--- config.mk ---
export PLATFORM = sky130hd
export DESIGN_NAME = tl_state_seq
export DESIGN_NICKNAME = d
export VERILOG_FILES = /design/src/rtl/tl_state_seq.sv
export SDC_FILE = /design/constraint.sdc
export NUM_CORES = 1
export LEC_CHECK = 0
export BUFFER_PORTS_ARGS = -buffer_cell sky130_fd_sc_hd__buf_2
export CAP_MARGIN = 15
export CORE_UTILIZATION = 60
export DETAILED_ROUTE_END_ITERATION = 8
export MAX_ROUTING_LAYER = met4
export PLACE_DENSITY = 0.86
export SYNTH_ARGS = -nofsm -noshare
export SYNTH_HDL_FRONTEND = slang
export SYNTH_SLANG_ARGS = --single-unit
--- constraint.sdc ---
create_clock -name clk -period 3.4 [get_ports clk]
set_input_delay 1.02 -clock clk [delete_from_list [all_inputs] [get_ports clk]]
set_output_delay 1.02 -clock clk [all_outputs]
set_load 0.01 [all_outputs]
--- src/rtl/tl_state_seq.sv ---
// Traffic-light state sequencer with left-turn phases: holds Q and the per-phase dwell counter.
// Optional macro TL_LEFT_SKIP_EN: skip a street's left phase when its left sensor is idle at yellow expiry.
module tl_state_seq #(
  parameter int unsigned CNT_W   = 8,
  parameter int unsigned YEL_CYC = 3,
  parameter int unsigned MIN_GRN = 4,
  parameter int unsigned MIN_LFT = 2,
  parameter int unsigned MAX_GRN = 16
) (
  input  logic       clk,
  input  logic       reset_n,
  input  logic       Ta,
  input  logic       Tal,
  input  logic       Tb,
  input  logic       Tbl,
  output logic [2:0] Q
);

  typedef enum logic [2:0] {
    S0 = 3'b000, S1 = 3'b001, S2 = 3'b010, S3 = 3'b011,
    S4 = 3'b100, S5 = 3'b101, S6 = 3'b110, S7 = 3'b111
  } state_t;

  localparam logic [CNT_W-1:0] YEL_LAST = CNT_W'(YEL_CYC - 1);
  localparam logic [CNT_W-1:0] GRN_LAST = CNT_W'(MIN_GRN - 1);
  localparam logic [CNT_W-1:0] LFT_LAST = CNT_W'(MIN_LFT - 1);
  localparam logic [CNT_W-1:0] MAX_LAST = CNT_W'(MAX_GRN - 1);

  state_t           state;
  state_t           state_nx;
  logic [CNT_W-1:0] cnt;
  logic [2:0]       seq_nx;
  logic             opp;
  logic             own_grn;
  logic             own_lft;
  logic             max_hit;

  // A-side fields are used while Q[2]=0, B-side fields while Q[2]=1.
  always_comb begin
    seq_nx   = 3'(state + 3'd1);
    opp      = state[2] ? (Ta | Tal) : (Tb | Tbl);
    own_grn  = state[2] ? Tb  : Ta;
    own_lft  = state[2] ? Tbl : Tal;
    max_hit  = (cnt >= MAX_LAST) && opp;
    state_nx = state;
    unique case (state)
      S0, S4: if ((cnt >= GRN_LAST) && (!own_grn || max_hit)) state_nx = state_t'(seq_nx);
      S2, S6: if ((cnt >= LFT_LAST) && (!own_lft || max_hit)) state_nx = state_t'(seq_nx);
      S1, S5: begin
        if (cnt == YEL_LAST) begin
`ifdef TL_LEFT_SKIP_EN
          state_nx = own_lft ? state_t'(seq_nx) : state_t'({~state[2], 2'b00});
`else
          state_nx = state_t'(seq_nx);
`endif
        end
      end
      S3, S7: if (cnt == YEL_LAST) state_nx = state_t'(seq_nx);
      default: state_nx = S0;
    endcase
  end

  // Counter saturates so the >= dwell comparisons stay true while a phase is held.
  always_ff @(posedge clk or negedge reset_n) begin
    if (!reset_n) begin
      state <= S0;
      cnt   <= '0;
    end else begin
      state <= state_nx;
      if (state_nx != state) cnt <= '0;
      else if (cnt != '1)    cnt <= cnt + CNT_W'(1);
    end
  end

  assign Q = state;

endmodule

**After elaboration in Yosys (flattened, before gate mapping)**

Index checks and enable logic that the tools add are counted.

- Register bits after elaboration: 11
- Bits of input ports: 6
- Output and inout bits: 3

- Add/subtract/negate cells: 2
- Order comparisons: 3
- Eq/ne operators: 10
- Multiplexer cells: 9
- Bitwise gates (word level): 2
- Reductions and logical operators: 12

Operators with widths:

| operator | number |
|---|---|
| $mux 8 | 2 |
| $eq 3x3->1 const B | 4 |
| $mux 3 | 3 |
| $pmux 3 s3 | 1 |
| $add 8x1->8 const B | 1 |
| $eq 8x2->1 const B | 1 |
| $ge 8x1->1 const B | 1 |
| $ge 8x2->1 const B | 1 |
| $ge 8x4->1 const B | 1 |
| $ne 8x8->1 const B | 1 |
| $eq 3x2->1 const B | 2 |
| $reduce_or 2->1 | 2 |
| $reduce_or 4->1 | 1 |
| $add 3x1->3 const B | 1 |
| $eq 3x1->1 const B | 1 |
| $logic_and 1x1->1 | 3 |
| $logic_not 3->1 | 1 |
| $mux 1 | 3 |
| $ne 3x3->1 | 1 |
| $logic_not 1->1 | 2 |
| $logic_or 1x1->1 | 2 |
| $or 1x1->1 | 2 |
| $reduce_bool 2->1 | 1 |

**Logic depth before layout (Yosys ltp)**

- Word-level depth: 9
- Depth in mapped cells: 10
- Mapped depth without buffers: 8

**Worst setup path after synthesis**

OpenSTA, ideal clock, no wires.

- Path type: input to register
- From: in Tb
- To: reg cnt[6]
- Data arrival time: 2.300 ns
- Path slack: 0.965 ns
- Stages: 6
- Buffers on the path: 0
- Cells stage by stage: or3_2 o221ai_4 a221o_1 nor2_2 a211oi_4 nor3b_2

- Longest elaborated chain between the ends: 9
- Elaborated cells on any way between the ends: 15

Ends and longest elaborated chain:

| item | RTL line | RTL |
|---|---|---|
| start, declared | 14 | `input logic Tb,` |
| $or 1x1->1 | 41 | `opp = state[2] ? (Ta \| Tal) : (Tb \| Tbl);` |
| $mux 1 | 41 |  |
| $logic_and 1x1->1 | 44 | `max_hit = (cnt >= MAX_LAST) && opp;` |
| $logic_or 1x1->1, on equally long branches | 48, 47 |  |
| $logic_and 1x1->1, on equally long branches | 48, 47 |  |
| $mux 3, on equally long branches | 48, 47 |  |
| $pmux 3 s3 * | 46 | `unique case (state)` |
| $ne 3x3->1 * | 70 | `if (state_nx != state) cnt <= '0;` |
| $mux 8 / $reduce_bool 2->1 (equally long branches) | n/a |  |
| end signal, assigned | 71 | `else if (cnt != '1) cnt <= cnt + CNT_W'(1);` |
| end, declared | 31 | `logic [CNT_W-1:0] cnt;` |

Every way passes the cells marked *; elsewhere a longest branch is shown, timed or not.
A chain may end at the register's enable or synchronous reset.

**Worst setup path in the final report**

- From: reg state[0] (netlist: Q[0])
- To: reg cnt[0]

- Longest elaborated chain between the ends: 5
- Elaborated cells on any way between the ends: 19

Ends and longest elaborated chain:

| item | RTL line | RTL |
|---|---|---|
| start, declared | 29 | `state_t state;` |
| start signal, assigned | 69 | `state <= state_nx;` |
| $add 3x1->3, or another cell as far along | 40 | `seq_nx = 3'(state + 3'd1);` |
| $mux 3, or another cell as far along | 50, 58 |  |
| $pmux 3 s3 | 46 |  |
| $ne 3x3->1 * | 70 |  |
| $mux 8 / $reduce_bool 2->1 (equally long branches) | n/a |  |

Marks and branches as above.

==> qor.yml <==
mostFrequentLayoutCells: "15 x nor2_1, 11 x dfrtp_1, 9 x ha_1, 8 x nand2_1, 8 x buf_2"
slew-limit-headroom_pct: 61.4
path_buf_inv: 0
start_kind: "flop"
final_nets: 140
synth_compound_gate_area_share_pct: 21.1
postPlaceCellArea_mm2: 0.00107
synth_xor_area_share_pct: 3.43
htree_levels: 1
hold_class: "input pin to asynchronous set/reset pin"
r2r_end: "cnt[0]"
synth_cell_types: 46
run_status: "completed"
synth_top_area_share_pct: 26.9
cts_tree: "yes"
critPathTopFamily: "simple AND/OR/NAND/NOR gates"
grt_pass1_wl_um: 3660
final_layout_size_suffix_gt1_share_pct: 23.4
area_growth_syn_to_layout_pct: 7.59
syn_nets: 129
cts_resized: 0
fp.dieW_um: 43.3
dieArea_mm2: 0.00187
clk-insertion-delay-late_ns: 0.27
drc: 0
cp-startpoint: "Q[0]"
root_buffer: "clkbuf_4"
synth_top_family_by_area: "simple AND/OR/NAND/NOR gates"
r2r-start: "Q[0]"
fin_setup_tns_ns: 0
max_freq_mhz: 395
ys_seq_elements: 11
path_depth: 6
grt_pass1_vias: 891
dp_hpwl_um: 1590
clock_path_buffers: 2
synthSimpleGateAreaFrac_pct: 30.0
layout_commonest_cell: "nor2_1"
worstPathCellList: "ha_1 -> ha_1 -> or4_1 -> mux2i_2 -> a211oi_4 -> nor2_1"
wirelength_um: 2080
io_pins: 9
min_period_ns: 2.53
cellPowerDensity_mw_per_mm2: 740
synthAdderAreaFrac_pct: 11.0
cp.arrival_ns: 2.67
reg2reg_depth: 6
fin_crit_sh_pct: 74.5
rows: 14
grt_overflow: 0
yosysSeqAreaShare_pct: 26.9
required_ns: 3.54
antennaDiodeCount: 0
synth.largest_area_cell: "dfrtp_1"
synth_area_mm2: 0.00102
r2r_slack_ns: 0.87
drtAntennaViolNets: 0
finish.instance_area_mm2: 0.00110
path_clk_slew_ns: 0.07
slowest_delay_ns: 0.61
track_usage_pct: 27.2
end_kind: "flop"
peakVddDrop_mv: 0.486
synth.avg_cell_area_um2: 8.97
max_slew.worst_pin.slew_ns: 0.574
vias: 878
cts_buffers: 3
cpMostUsedCell: "ha_1"
cp_max_fo: 10
drt_iter0_drc: 25
drv_cap: 0
critPathKind: "flop to flop"
start_util_pct: 66.3
synth_mux_area_share_pct: 4.53
via_per_inst: 6.27
drv_slew: 0
antenna_found_initial: 0
hold_violations: 0
cts_sinks: 11
p_leak_nw: 0.483
synthCells: 114
io_buffer_count: 8
grt_max_degree: 12
post_cts_buffers: 0
place_congestion: 0.870
hold_buffers: 0
fp.dieH_um: 43.3
yosys-top-cells-area: "dfrtp_1 27%, ha_1 11%, nor2_1 5.5%, xnor2_1 3.4%, o21ai_0 2.9%"
setup_viol: 0
drt_first_pass_iters: 4
slowest_stage: "or4_1"
wl_per_cell_um: 14.8
finClkSkew_ns: 0.00919
holdWs_ns: 0.601
crit_path_end: "cnt[0]"
ys.warnings.count: 0
core_area_mm2: 0.00154
rsz0062_at_grt: "false"
==> synthesized netlist by cell type (all sizes together) <==
cell type,n
xnor2,4
nand4,2
a211o,1
clkbuf,2
a31oi,1
ha,9
a22oi,1
nand2b,1
o211ai,1
o31ai,1
and3,3
nor4,1
mux2i,2
or4,2
dfrtp,11
and2b,2
inv,6
and2,1
nand3,5
nor3b,2
nand2,8
nand3b,1
a211oi,1
a221o,2
o21ai,8
o221ai,3
a21oi,4
nor3,2
or2,1
o22ai,2
nor2,16
or2b,1
or3,2
mux2,2
nor2b,2
or4b,1
==> per-stage QoR <==
step	cells	utilization [%]	total power, mW	setup WS (ns)
global route	140	71.3	0.890	0.760
detailed placement	136	69.6	0.724	0.731
CTS	140	71.3	0.814	0.875
floorplan	114	-	0.627	0.965
global placement	136	69.6	0.707	0.766
finish	140	71.3	0.813	0.867
==> state kept, by name, summed over array words and instances, names as in the netlist <==
register and cells:
Q 3, cnt 8
==> cells by family after synthesis <==
group,Yosys count
compound gates,25
xor+xnor,4
fa+ha+maj,9
buf+inv,8
flops,11
mux,4
simple gates,53
==> how the worst min path moves through the flow <==
stage               endpoint  slack (ns)  cells after the start
global placement        Q[1]        0.62                      2
floorplan             cnt[3]        0.59                      3
global route          cnt[6]        0.61                      1
detailed placement      Q[1]        0.62                      2
finish                cnt[6]        0.60                      1
CTS                   cnt[6]        0.61                      1
==> routing by layer <==
layer	wire length (um)	vias to the layer above	global-route usage, %
li1	-	433	-
met1	850	424	30.0
met2	1120	21	47.2
met3	110	0	8.51
met4	0	0	7.27
met5	0	-	-
==> report_power, final <==
group | internal, mW | leakage [nW] | switching [mW] | total (mW)
combinational | 0.213 | 0.321 | 0.288 | 0.501
clock | 0.0455 | 0.0150 | 0.0440 | 0.0894
sequential | 0.164 | 0.147 | 0.0583 | 0.223
total | 0.423 | 0.483 | 0.390 | 0.813
==> final cells by class <==
type,count,area (um^2)
repair buffers,8,40.0
well taps,16,20.0
fillers,126,442
clock buffers,4,26.3
multi-input cells,95,716
inverters,6,22.5
flip-flops and latches,11,275
Power figures use the tool's default switching activity.
